===== src/rtl/n101_regvec_change_reader_if.sv =====
// Bundles the sampled-vector input, the record drain handshake and the status outputs of
// n101_regvec_change_reader.
interface n101_regvec_change_reader_if #(
  parameter int unsigned WIDTH = 3,
  parameter int unsigned CNT_W = 8
) ();
  logic [WIDTH-1:0] io_q;
  logic             io_sample_en;
  logic             io_out_valid;
  logic             io_out_ready;
  logic [WIDTH-1:0] io_out_value;
  logic [WIDTH-1:0] io_out_mask;
  logic             io_overflow;
  logic             io_overflow_clr;
  logic [CNT_W-1:0] io_count;

  // Driver/consumer side.
  modport master (
    output io_q, io_sample_en, io_out_ready, io_overflow_clr,
    input  io_out_valid, io_out_value, io_out_mask, io_overflow, io_count
  );

  // Change-reader side.
  modport slave (
    input  io_q, io_sample_en, io_out_ready, io_overflow_clr,
    output io_out_valid, io_out_value, io_out_mask, io_overflow, io_count
  );
endinterface


===== src/rtl/n101_regvec_change_reader.sv =====
// Samples a register vector, detects changes and queues {value, changed-bit mask} records in a
// small FIFO; a full FIFO coalesces new changes into the tail record and sets a sticky overflow.
module n101_regvec_change_reader #(
  parameter int unsigned      WIDTH     = 3,
  parameter int unsigned      DEPTH     = 2,
  parameter logic [WIDTH-1:0] RESET_VAL = '0,
  parameter int unsigned      CNT_W     = 8
) (
  input logic                    clock,
  input logic                    reset,
  n101_regvec_change_reader_if.slave bus
);

  localparam int unsigned AW = $clog2(DEPTH);
  localparam logic [AW:0] OccFull = (AW+1)'(DEPTH);

  logic [WIDTH-1:0] prev_q, prev_d;
  logic [WIDTH-1:0] val_q  [DEPTH];
  logic [WIDTH-1:0] mask_q [DEPTH];
  logic [AW-1:0]    wr_ptr_q, wr_ptr_d, rd_ptr_q, rd_ptr_d, tail_ptr;
  logic [AW:0]      occ_q, occ_d;
  logic             ovf_q, ovf_d;
  logic [CNT_W-1:0] cnt_q, cnt_d;

  logic             chg, full, pop, push, coalesce;
  logic [WIDTH-1:0] xm;

  always_comb begin
    chg      = bus.io_sample_en && (bus.io_q != prev_q);
    xm       = bus.io_q ^ prev_q;
    full     = (occ_q == OccFull);
    pop      = (occ_q != '0) && bus.io_out_ready;
    // A pop on a full FIFO frees the head slot this edge, so the push is a normal write.
    push     = chg && (!full || pop);
    coalesce = chg && full && !pop;
    tail_ptr = wr_ptr_q - 1'b1;

    prev_d   = chg ? bus.io_q : prev_q;
    wr_ptr_d = push ? wr_ptr_q + 1'b1 : wr_ptr_q;
    rd_ptr_d = pop ? rd_ptr_q + 1'b1 : rd_ptr_q;
    occ_d    = occ_q;
    if (push && !pop) begin
      occ_d = occ_q + 1'b1;
    end else if (pop && !push) begin
      occ_d = occ_q - 1'b1;
    end

    // Set wins over clear.
    ovf_d = ovf_q;
    if (coalesce) begin
      ovf_d = 1'b1;
    end else if (bus.io_overflow_clr) begin
      ovf_d = 1'b0;
    end

    cnt_d = cnt_q;
    if (chg && (cnt_q != '1)) begin
      cnt_d = cnt_q + 1'b1;
    end
  end

  always_ff @(posedge clock) begin
    if (reset) begin
      prev_q   <= RESET_VAL;
      wr_ptr_q <= '0;
      rd_ptr_q <= '0;
      occ_q    <= '0;
      ovf_q    <= 1'b0;
      cnt_q    <= '0;
      for (int i = 0; i < int'(DEPTH); i++) begin
        val_q[i]  <= '0;
        mask_q[i] <= '0;
      end
    end else begin
      prev_q   <= prev_d;
      wr_ptr_q <= wr_ptr_d;
      rd_ptr_q <= rd_ptr_d;
      occ_q    <= occ_d;
      ovf_q    <= ovf_d;
      cnt_q    <= cnt_d;
      if (push) begin
        val_q[wr_ptr_q]  <= bus.io_q;
        mask_q[wr_ptr_q] <= xm;
      end else if (coalesce) begin
        val_q[tail_ptr]  <= bus.io_q;
        mask_q[tail_ptr] <= mask_q[tail_ptr] | xm;
      end
    end
  end

  assign bus.io_out_valid = (occ_q != '0);
  assign bus.io_out_value = bus.io_out_valid ? val_q[rd_ptr_q] : '0;
  assign bus.io_out_mask  = bus.io_out_valid ? mask_q[rd_ptr_q] : '0;
  assign bus.io_overflow  = ovf_q;
  assign bus.io_count     = cnt_q;

endmodule

===== src/flat_wrapper.sv =====
// flat-port wrapper written by rule: the top's interface ports become plain ports
module n101_regvec_change_reader_flat 
#(
  parameter int unsigned      WIDTH     = 3,
  parameter int unsigned      DEPTH     = 2,
  parameter logic [WIDTH-1:0] RESET_VAL = '0,
  parameter int unsigned      CNT_W     = 8
)
  (clock, reset, bus_io_q, bus_io_sample_en, bus_io_out_ready, bus_io_overflow_clr, bus_io_out_valid, bus_io_out_value, bus_io_out_mask, bus_io_overflow, bus_io_count);
  n101_regvec_change_reader_if #(.WIDTH(WIDTH), .CNT_W(CNT_W)) bus_i ();
  input logic clock;
  input logic reset;
  input wire logic [$bits(bus_i.io_q)-1:0] bus_io_q;
  input wire logic [$bits(bus_i.io_sample_en)-1:0] bus_io_sample_en;
  input wire logic [$bits(bus_i.io_out_ready)-1:0] bus_io_out_ready;
  input wire logic [$bits(bus_i.io_overflow_clr)-1:0] bus_io_overflow_clr;
  output wire logic [$bits(bus_i.io_out_valid)-1:0] bus_io_out_valid;
  output wire logic [$bits(bus_i.io_out_value)-1:0] bus_io_out_value;
  output wire logic [$bits(bus_i.io_out_mask)-1:0] bus_io_out_mask;
  output wire logic [$bits(bus_i.io_overflow)-1:0] bus_io_overflow;
  output wire logic [$bits(bus_i.io_count)-1:0] bus_io_count;
  assign bus_i.io_q = bus_io_q;
  assign bus_i.io_sample_en = bus_io_sample_en;
  assign bus_i.io_out_ready = bus_io_out_ready;
  assign bus_i.io_overflow_clr = bus_io_overflow_clr;
  assign bus_io_out_valid = bus_i.io_out_valid;
  assign bus_io_out_value = bus_i.io_out_value;
  assign bus_io_out_mask = bus_i.io_out_mask;
  assign bus_io_overflow = bus_i.io_overflow;
  assign bus_io_count = bus_i.io_count;
  n101_regvec_change_reader #(.WIDTH(WIDTH), .DEPTH(DEPTH), .RESET_VAL(RESET_VAL), .CNT_W(CNT_W)) u_core (.clock(clock), .reset(reset), .bus(bus_i));
endmodule

===== config.mk =====
export PLATFORM = sky130hd
export DESIGN_NAME = n101_regvec_change_reader_flat
export DESIGN_NICKNAME = d
export VERILOG_FILES = /design/src/rtl/n101_regvec_change_reader_if.sv /design/src/rtl/n101_regvec_change_reader.sv /design/src/flat_wrapper.sv
export SDC_FILE = /design/constraint.sdc
export NUM_CORES = 1
export LEC_CHECK = 0
export BUFFER_PORTS_ARGS = -buffer_cell sky130_fd_sc_hd__buf_2
export CAP_MARGIN = 20
export CORE_MARGIN = 2
export CORE_UTILIZATION = 54
export CTS_BUF_LIST = sky130_fd_sc_hd__clkbuf_16
export DETAILED_ROUTE_END_ITERATION = 7
export GPL_ROUTABILITY_DRIVEN = 0
export MAX_ROUTING_LAYER = met4
export PLACE_DENSITY = 0.8
export SKIP_CTS_REPAIR_TIMING = 1
export SLEW_MARGIN = 20
export SYNTH_ARGS = -nofsm -noshare
export SYNTH_HDL_FRONTEND = slang
export SYNTH_SLANG_ARGS = --single-unit

===== constraint.sdc =====
create_clock -name clock -period 4.4 [get_ports clock]
set_input_delay 0.22 -clock clock [delete_from_list [all_inputs] [get_ports clock]]
set_output_delay 0.22 -clock clock [all_outputs]
set_load 0.005 [all_outputs]

==> results of run 1 <==
-- logic make-up after synthesis --
| group | count (synthesis) | share of synthesized area |
|---|---|---|
| muxes | 12 | 0.0850 |
| xor gates and xnor gates | 8 | 0.0642 |
| AOI/OAI and AO/OA | 26 | 0.114 |
| buffers and inverters | 9 | 0.0269 |
| and+or+nand+nor | 59 | 0.207 |
| adders and majority gates | 2 | 0.0173 |
| DFF | 29 | 0.486 |
-- state kept, by name (all words and copies together), names as in the netlist, named ones only --
signal                  count
u_core.bus.io_count         8
u_core.bus.io_overflow      1
u_core.mask_q               6
u_core.occ_q                2
u_core.prev_q               3
u_core.rd_ptr_q             1
u_core.val_q                6
u_core.wr_ptr_q             1
-- cell usage after synthesis, types with 2 or more instances --
cell / count / area, um2
mux2_2: 2 / 22.5
and3_1: 6 / 37.5
xor2_2: 3 / 48.8
a22oi_1: 3 / 22.5
nand2_1: 8 / 30.0
nor2b_1: 4 / 25.0
edfxtp_1: 12 / 360
dfxtp_1: 17 / 340
nor2_1: 23 / 86.3
a21oi_1: 10 / 50.1
ha_1: 2 / 25.0
inv_1: 3 / 11.3
xor2_1: 4 / 35.0
nand3_1: 7 / 35.0
or4_1: 2 / 15.0
nor4_1: 2 / 12.5
mux2i_1: 10 / 100
clkbuf_1: 2 / 7.51
buf_1: 2 / 7.51
o21ai_0: 6 / 30.0
o31ai_1: 3 / 22.5
or3_1: 4 / 25.0
-- worst max-delay path by stage --
stage,startpoint,slack [ns],end
final,u_core.prev_q[2],2.04,u_core.occ_q[1]
after global routing,u_core.prev_q[2],1.85,u_core.occ_q[1]
after CTS,u_core.prev_q[2],2.04,u_core.occ_q[1]
after detailed placement,bus_io_q[2],2.06,u_core.occ_q[1]
after global placement,bus_io_q[2],2.12,u_core.occ_q[1]
after floorplan,u_core.prev_q[2],2.38,u_core.occ_q[1]
-- worst min-delay path, stage by stage --
cell and delay, ns:
buf_2 0.13, mux2i_1 0.08, nor2_1 0.07
-- through the flow --
| step | setup WS, ns | std cells | instance area [um2] | total power, mW | hold WS, ns |
|---|---|---|---|---|---|
| global placement | 2.12 | 192 | 1570 | 0.544 | 0.479 |
| CTS | 2.04 | 200 | 1700 | 0.858 | 0.270 |
| floorplan | 2.38 | 145 | 1440 | 0.494 | 0.367 |
| finish | 2.04 | 200 | 1700 | 0.849 | 0.269 |
| global route | 1.85 | 200 | 1700 | 0.907 | 0.299 |
| detailed placement | 2.06 | 192 | 1570 | 0.554 | 0.491 |
-- routing by layer --
metal,vias up,track usage,part of all wire
met2,46,0.327,0.47
met5,-,-,0
met3,16,0.0419,0.067
met1,533,0.228,0.42
li1,570,-,-
met4,0,0.132,0.041
-- layout make-up --
cell class	count	area, um2	share of cell area
multi-input cells	107	703	0.413
flip-flops and latches	29	701	0.411
clock buffers	5	125	0.0734
repair buffers	23	115	0.0675
well taps	30	37.5	0.0220
clock inverters	3	11.3	0.00661
inverters	3	11.3	0.00661
-- report_power, final --
part | switching [mW] | internal (mW) | total [mW]
clock | 0.101 | 0.202 | 0.302
sequential | 0.0352 | 0.322 | 0.357
combinational | 0.106 | 0.0839 | 0.190
total | 0.242 | 0.608 | 0.849
==> impl_metrics.toml, run 1 <==
[outcome]
outcome = "finished, final reports clean"

[drt]
drc = 0
drtAntennaViolNets = 0
avgViaCountPerCell = 5.83
vias = 1165
drtIter0Drc = 43
wirelength_mm = 2.63
wl_per_cell_um = 13.1
drtPass1Iterations = 4

[layout]
antenna_cells = 0
syn_to_final_growth_pct = 18.1
mostFrequentLayoutCells = "nor2_1, buf_2, dfxtp_1"
nets = 179
fin_util = 0.682
drive_above_1_share = 0.212
fill_cells = 200

[timing]
tightest_slew_ns = 0.928
tns_ns = 0
relSlewSlack = 0.378
fin_crit_sh = 0.537
fmaxAchievable_mhz = 423
setup-violations-final = 0
period_minus_slack_ns = 2.36
skew_ns = 0.00396
hold_viol_final = 0
rsz0062_at_grt = "no"
slew_violations = 0

[synthesis]
synth_cell_types = 32
yosysWarningCount = 0
async_reset_ff_frac = 0
yosysSeqAreaShare = 0.486
mappedNetlistArea_um2 = 1440
syn_nets = 155
synth_seq_cells = 29
netlist_instances = 145
avgSynthCellArea_um2 = 9.95
synth-main-ff-cell = "dfxtp_1"
synth_edf_count = 12

[worst_setup_path]
crit_type = "register to register"
r2r_slack_ns = 2.04
path_buf_inv = 0
r2r_cells = 6
cp_slowest_cell = "o31ai_2"
critical_path.max_stage_delay_ns = 0.82
start_kind = "register"
r2r_start = "u_core.prev_q[2]"
path_cells = "xor2_2 -> o31ai_2 -> nor2_1 -> ha_1 -> or3_1 -> a21oi_1"
cp-end-kind = "register"
crit_family = "compound AO/OA/AOI/OAI gates"
worst_ep_arrival_time_ns = 2.56
worstPathRequired_ns = 4.60
crit_fanout = 17
timing.rr.end = "u_core.occ_q[1]"
path_depth = 6

[clock_network]
cts_root_buffer = "clkbuf_16"
numClockSinks = 29
cts_buffer_depth = 2
insertion_delay_ns = 0.27
clk_pin_slew_ns = 0.04
cts_tree = "done"
cts_made_buffers = 5
cts_htree_levels = 2

[global_route]
grt_pass1_wl_mm = 4.80
grt_pass1_vias = 1124
grt_antenna_before_repair = 0
track_usage = 0.203
grt_start_max_net_pins = 21
grt_overflow = 0

[pwr]
ir_worst_vdd_uv = 433
power_leakage_nw = 0.721
power.density_nw_per_um2 = 498

[worst_hold_path]
hold_depth = 3
hp-start = "bus_io_q[0]"
min_to = "u_core.prev_q[0]"
hold_class = "input pin to register"

[placement]
hpwl_mm = 1.95
place.port_buffers = 23

[floorplanning]
start_util = 0.577
dieArea_um2 = 3100
io_pins = 24
fp.dieH_um = 55.7
coreArea_um2 = 2500
dieWidth_um = 55.7
rows = 18

[flow_run]
drv_cap = 0
No activity file was read; power rests on OpenSTA's default activity.
==> run 2: changes to the inputs <==
--- a/config.mk
+++ b/config.mk
@@ -5,6 +5,7 @@
 export SDC_FILE = /design/constraint.sdc
 export NUM_CORES = 1
 export LEC_CHECK = 0
+export ABC_AREA = 1
 export BUFFER_PORTS_ARGS = -buffer_cell sky130_fd_sc_hd__buf_2
 export CAP_MARGIN = 20
 export CORE_MARGIN = 2
@@ -13,7 +14,7 @@
 export DETAILED_ROUTE_END_ITERATION = 7
 export GPL_ROUTABILITY_DRIVEN = 0
 export MAX_ROUTING_LAYER = met4
-export PLACE_DENSITY = 0.8
+export PLACE_DENSITY = 0.79
 export SKIP_CTS_REPAIR_TIMING = 1
 export SLEW_MARGIN = 20
 export SYNTH_ARGS = -nofsm -noshare
==> constraint.sdc (replaced) <==
create_clock -name clock -period 2.2 [get_ports clock]
set_input_delay 0.11 -clock clock [delete_from_list [all_inputs] [get_ports clock]]
set_output_delay 0.11 -clock clock [all_outputs]
set_load 0.005 [all_outputs]
==> run 2 against run 1 <==
Combinational power is 54% higher. Clock-buffer cell count stayed put. First-iteration DRC count is 12% higher. Register-to-register slack worse by 1.7 ns. Global-route usage is 0.19 points lower. Critical path depth is 7 higher. Sequential share of layout area is 2.6 points lower.
==> impl_metrics.toml, run 2 <==
[outcome]
outcome = "finished, final reports clean"

[placement]
post-place-ws_ns = 0.346
placed_cells = 235
place.port_buffers = 23
hpwl_mm = 2.20

[synthesis]
netlist_instances = 185
synth_common_cells = "nand2_1, inv_1, a21oi_1"
synth_edf_count = 12
async_reset_ff_frac = 0
synth-main-ff-cell = "dfxtp_1"
yosys-top-cells-area = "edfxtp_1, dfxtp_1, nand2_1"
synth_cell_types = 28
syn_nets = 195
mappedNetlistArea_um2 = 1550
yosysSeqAreaShare = 0.453
synth.most_common_cell = "nand2_1"
synth_top_cell_by_area = "edfxtp_1"
yosysWarningCount = 0
synth_top_area_frac = 0.233
synth_seq_cells = 29
avgSynthCellArea_um2 = 8.35

[worst_hold_path]
hp-start = "bus_io_overflow_clr"
hold_class = "input pin to register"
min_to = "u_core.bus.io_overflow"
hold_depth = 2

[global_route]
grt_start_max_net_pins = 12
grt_antenna_before_repair = 0
grt.busiest_layer = "met2"
grt_pass1_vias = 1165
grtUsageMet2 = 0.325
grt_overflow = 0
grt_use_met1 = 0.233
use_met3 = 0.0680
track_usage = 0.201
grt_pass1_wl_mm = 4.93

[pwr]
power.density_nw_per_um2 = 863
power_leakage_nw = 0.802
p_sw_frac = 0.282
ir_worst_vdd_uv = 702
intPower_mw = 1.13
power.switching_uw = 442
power_frac_seq = 0.416
power.share.clock = 0.397
comb_power_share = 0.187

[layout]
drive_above_1_share = 0.311
largest_reg_flops = 8
fin_util = 0.665
nets = 221
fill_cells = 225
syn_to_final_growth_pct = 17.7
final_common_cell = "nand2_1"
mostFrequentLayoutCells = "nand2_1, buf_2, inv_1"
antenna_cells = 0
fin_cells = 243

[worst_setup_path]
r2r_slack_ns = 0.34
critPathLaunch = "u_core.prev_q[2]"
r2r_cells = 13
r2r_start = "u_core.prev_q[2]"
worstPathRequired_ns = 2.35
start_kind = "register"
crit_fanout = 7
worst_ep_arrival_time_ns = 2.01
timing.rr.end = "u_core.occ_q[1]"
crit_type = "register to register"
cp-end-kind = "register"

[timing]
fmaxAchievable_mhz = 538
fin_ws_ns = 0.340
relSlewSlack = 0.761
hold_viol_final = 0
period_minus_slack_ns = 1.86
rsz0062_at_grt = "no"
skew_ns = 0.00425
tightest_slew_ns = 0.357
slew_violations = 0
setup-violations-final = 0
tns_ns = 0
fin_crit_sh = 0.845

[clock_network]
cts_htree_levels = 2
clk_pin_slew_ns = 0.05
cts_tree = "done"
cts_made_buffers = 5
numClockSinks = 29
cts_root_buffer = "clkbuf_16"
insertion_delay_ns = 0.27
cts_buffer_depth = 2

[drt]
drc = 0
wirelength_mm = 2.85
drtPass1Iterations = 4
vias = 1257
wl_per_cell_um = 11.7
drtAntennaViolNets = 0
drtIter0Drc = 48
avgViaCountPerCell = 5.17

[floorplanning]
rows = 19
dieWidth_um = 57.5
fp.dieH_um = 57.5
dieArea_um2 = 3310
coreArea_um2 = 2730
io_pins = 24
start_util = 0.565

[flow_run]
drv_cap = 0
==> run 2: area by class of cell <==
cell class / count / area [um2] / share of cell area
Clock buffer: 5 / 125 / 0.0688
Clock inverter: 3 / 12.5 / 0.00688
Inverter: 27 / 114 / 0.0626
Multi-Input combinational cell: 125 / 713 / 0.392
Sequential cell: 29 / 701 / 0.385
Tap cell: 31 / 38.8 / 0.0213
Timing Repair Buffer: 23 / 115 / 0.0633
==> run 2: routing by layer <==
| layer | vias to the layer above | wire length, um |
|---|---|---|
| li1 | 645 | - |
| met1 | 588 | 1200 |
| met2 | 18 | 1510 |
| met3 | 6 | 102 |
| met4 | 0 | 38 |
| met5 | - | 0 |
==> run 2: cells by family after synthesis <==
logic type               after synthesis  synth area share
XOR/XNOR                               5            0.0283
AND/OR/NAND/NOR                       77             0.267
adder cells (fa/ha/maj)                2            0.0162
buffers and inverters                 31            0.0850
AO/OA/AOI/OAI                         41             0.150
flip-flops                            29             0.453
==> run 2: critical path, cell delays in order (launching register included) <==
cell,delay (ns)
dfxtp_1,0.31
inv_1,0.07
nand2_1,0.06
nand2_2,0.08
nand3_4,0.10
nand2_4,0.13
clkinv_4,0.08
nand2_1,0.09
inv_2,0.04
ha_1,0.31
a21oi_1,0.13
o21ai_0,0.12
o21ai_0,0.15
a21oi_1,0.05
==> run 2: power by group through the flow <==
stage / clock network [mW] / registers, mW / logic (mW)
finish: 0.623 / 0.654 / 0.293
detailed placement: 0 / 0.663 / 0.294
global placement: 0 / 0.659 / 0.280
CTS: 0.631 / 0.653 / 0.297
global route: 0.655 / 0.660 / 0.336
floorplan: 0 / 0.643 / 0.219
==> run 2: how the worst max path moves through the flow <==
stage | cells past startpoint | endpoint | slack, ns
after floorplan | 13 | u_core.occ_q[1] | 0.51
after global placement | 13 | u_core.occ_q[1] | 0.46
after detailed placement | 13 | u_core.occ_q[1] | 0.35
after CTS | 13 | u_core.occ_q[1] | 0.34
after global routing | 13 | u_core.occ_q[1] | 0.16
final | 13 | u_core.occ_q[1] | 0.34
==> run 2: metrics by stage <==
stage / hold WS (ns) / total power [mW] / instance area [um2]
2_1_floorplan: 0.204 / 0.862 / 1550
3_3_place_gp: 0.304 / 0.939 / 1680
3_5_place_dp: 0.315 / 0.957 / 1680
4_1_cts: 0.0272 / 1.58 / 1820
5_1_grt: 0.0442 / 1.65 / 1820
6_report: 0.0268 / 1.57 / 1820
==> run 3: changes to the inputs <==
--- a/config.mk
+++ b/config.mk
@@ -5,16 +5,16 @@
 export SDC_FILE = /design/constraint.sdc
 export NUM_CORES = 1
 export LEC_CHECK = 0
-export ABC_AREA = 1
+export ABC_AREA = 0
 export BUFFER_PORTS_ARGS = -buffer_cell sky130_fd_sc_hd__buf_2
 export CAP_MARGIN = 20
 export CORE_MARGIN = 2
-export CORE_UTILIZATION = 54
+export CORE_UTILIZATION = 49
 export CTS_BUF_LIST = sky130_fd_sc_hd__clkbuf_16
 export DETAILED_ROUTE_END_ITERATION = 7
 export GPL_ROUTABILITY_DRIVEN = 0
 export MAX_ROUTING_LAYER = met4
-export PLACE_DENSITY = 0.79
+export PLACE_DENSITY = 0.77
 export SKIP_CTS_REPAIR_TIMING = 1
 export SLEW_MARGIN = 20
 export SYNTH_ARGS = -nofsm -noshare
==> constraint.sdc (replaced) <==
create_clock -name clock -period 1.6 [get_ports clock]
set_input_delay 0.08 -clock clock [delete_from_list [all_inputs] [get_ports clock]]
set_output_delay 0.08 -clock clock [all_outputs]
set_load 0.005 [all_outputs]
==> run 3 against run 2 <==
Hold slack improved by 0.015 ns. Clock power rose by 36%. The flow now finishes with violations (negative setup slack). Maximum frequency rose by 12%. Utilization rose by 1.6 points. Largest cell class unchanged. Critical endpoint unchanged.
==> impl_metrics.toml, run 3 (synthesis results as in run 1) <==
[placement]
placed_cells = 208
place.port_buffers = 23
hpwl_mm = 2.30

[worst_hold_path]
hp-start = "reset"
hold_class = "input pin to register"

[timing]
setup-violations-final = 3
fin_ws_ns = -0.0577
slew_violations = 0
relSlewSlack = 0.684
rsz0062_at_grt = "yes"
fin_crit_sh = 1.04
tns_ns = -0.119
hold_viol_final = 0
tightest_slew_ns = 0.473
period_minus_slack_ns = 1.66
fmaxAchievable_mhz = 603
skew_ns = 0.00201

[layout]
final_common_cell = "buf_2"
fin_cells = 216
antenna_cells = 0
syn_to_final_growth_pct = 31.4
fin_util = 0.682
nets = 194
drive_above_1_share = 0.324
fill_cells = 214
largest_reg_flops = 8
mostFrequentLayoutCells = "buf_2, nor2_1, buf_4"

[worst_setup_path]
crit_type = "register to register"
path_cells = "xor2_4 -> o31ai_4 -> nor2_2 -> ha_4 -> xor2_1 -> or3_1 -> a21oi_2"
cp_slowest_cell = "dfxtp_2"
worstPathRequired_ns = 1.81
start_kind = "register"
critical_path.max_stage_delay_ns = 0.34
critPathLaunch = "u_core.prev_q[2]"
crit_fanout = 2
r2r_start = "u_core.prev_q[2]"
cp-end-kind = "register"
worst_ep_arrival_time_ns = 1.86

[drt]
drc = 0
vias = 1181
avgViaCountPerCell = 5.47
drtPass1Iterations = 4
drtIter0Drc = 23
drtAntennaViolNets = 0
wl_per_cell_um = 14.7
wirelength_mm = 3.18

[floorplanning]
dieWidth_um = 58.3
rows = 19
coreArea_um2 = 2780
dieArea_um2 = 3390
start_util = 0.519
io_pins = 24
fp.dieH_um = 58.3

[global_route]
grt_overflow = 0
grt_start_max_net_pins = 16
grt_antenna_before_repair = 0
grt_pass1_vias = 1149
grt_pass1_wl_mm = 5.01
track_usage = 0.211

[clock_network]
numClockSinks = 29
cts_tree = "done"
cts_htree_levels = 2
cts_buffer_depth = 2
cts_root_buffer = "clkbuf_16"
insertion_delay_ns = 0.27
cts_made_buffers = 5
clk_pin_slew_ns = 0.05

[outcome]
violations = "negative setup slack"
outcome = "complete, but fails checks"

[pwr]
power_leakage_nw = 0.804
ir_worst_vdd_uv = 1620
total_power_mw = 2.51
power.density_nw_per_um2 = 1320

[flow_run]
drv_cap = 0
-- run 3: critical path: cells and delay by family, from the launching register on --
family	cells	cell delay, ns
AOI/OAI and AO/OA	2	0.40
and+or+nand+nor	2	0.39
adders and majority gates	1	0.16
DFF	1	0.34
xor gates and xnor gates	2	0.30
-- run 3: layer usage --
layer | GRT usage | part of all wire | wire length [um]
met2 | 0.355 | 0.52 | 1650
met3 | 0.0804 | 0.041 | 131
met4 | 0.0997 | 0.023 | 74
met1 | 0.215 | 0.42 | 1320
met5 | - | 0 | 0
-- run 3: stage by stage --
| stage | hold WS, ns | worst slack (ns) | cell area (um2) |
|---|---|---|---|
| after floorplan | 0.227 | -0.250 | 1480 |
| after global placement | 0.326 | -0.0289 | 1720 |
| after detailed placement | 0.326 | -0.108 | 1720 |
| after CTS | 0.0337 | -0.115 | 1850 |
| after global routing | 0.0369 | -0.113 | 1900 |
| final | 0.0422 | -0.0577 | 1900 |
-- run 3: worst paths after layout --
kind                            end  slack (ns)  cells after the start
min reg2reg  u_core.bus.io_count[1]        0.51                      2
max                 u_core.occ_q[1]       -0.06                      7
min          u_core.bus.io_count[4]        0.04                      2
max reg2reg         u_core.occ_q[1]       -0.06                      7
-- run 3: area by class of cell --
type / instances / area, um2 / share of cell area
clock buffer: 5 / 125 / 0.0660
timing repair buffer: 38 / 228 / 0.120
clock inverter: 3 / 11.3 / 0.00594
tap: 31 / 38.8 / 0.0205
inverter: 3 / 11.3 / 0.00594
multi-input combinational: 107 / 777 / 0.410
sequential: 29 / 704 / 0.372
-- run 3: report_power, final --
group          internal (mW)  switching, mW  leakage (nW)
Sequential             0.886         0.0959         0.267
Clock                  0.555          0.294        0.0776
Combinational          0.331          0.344         0.459
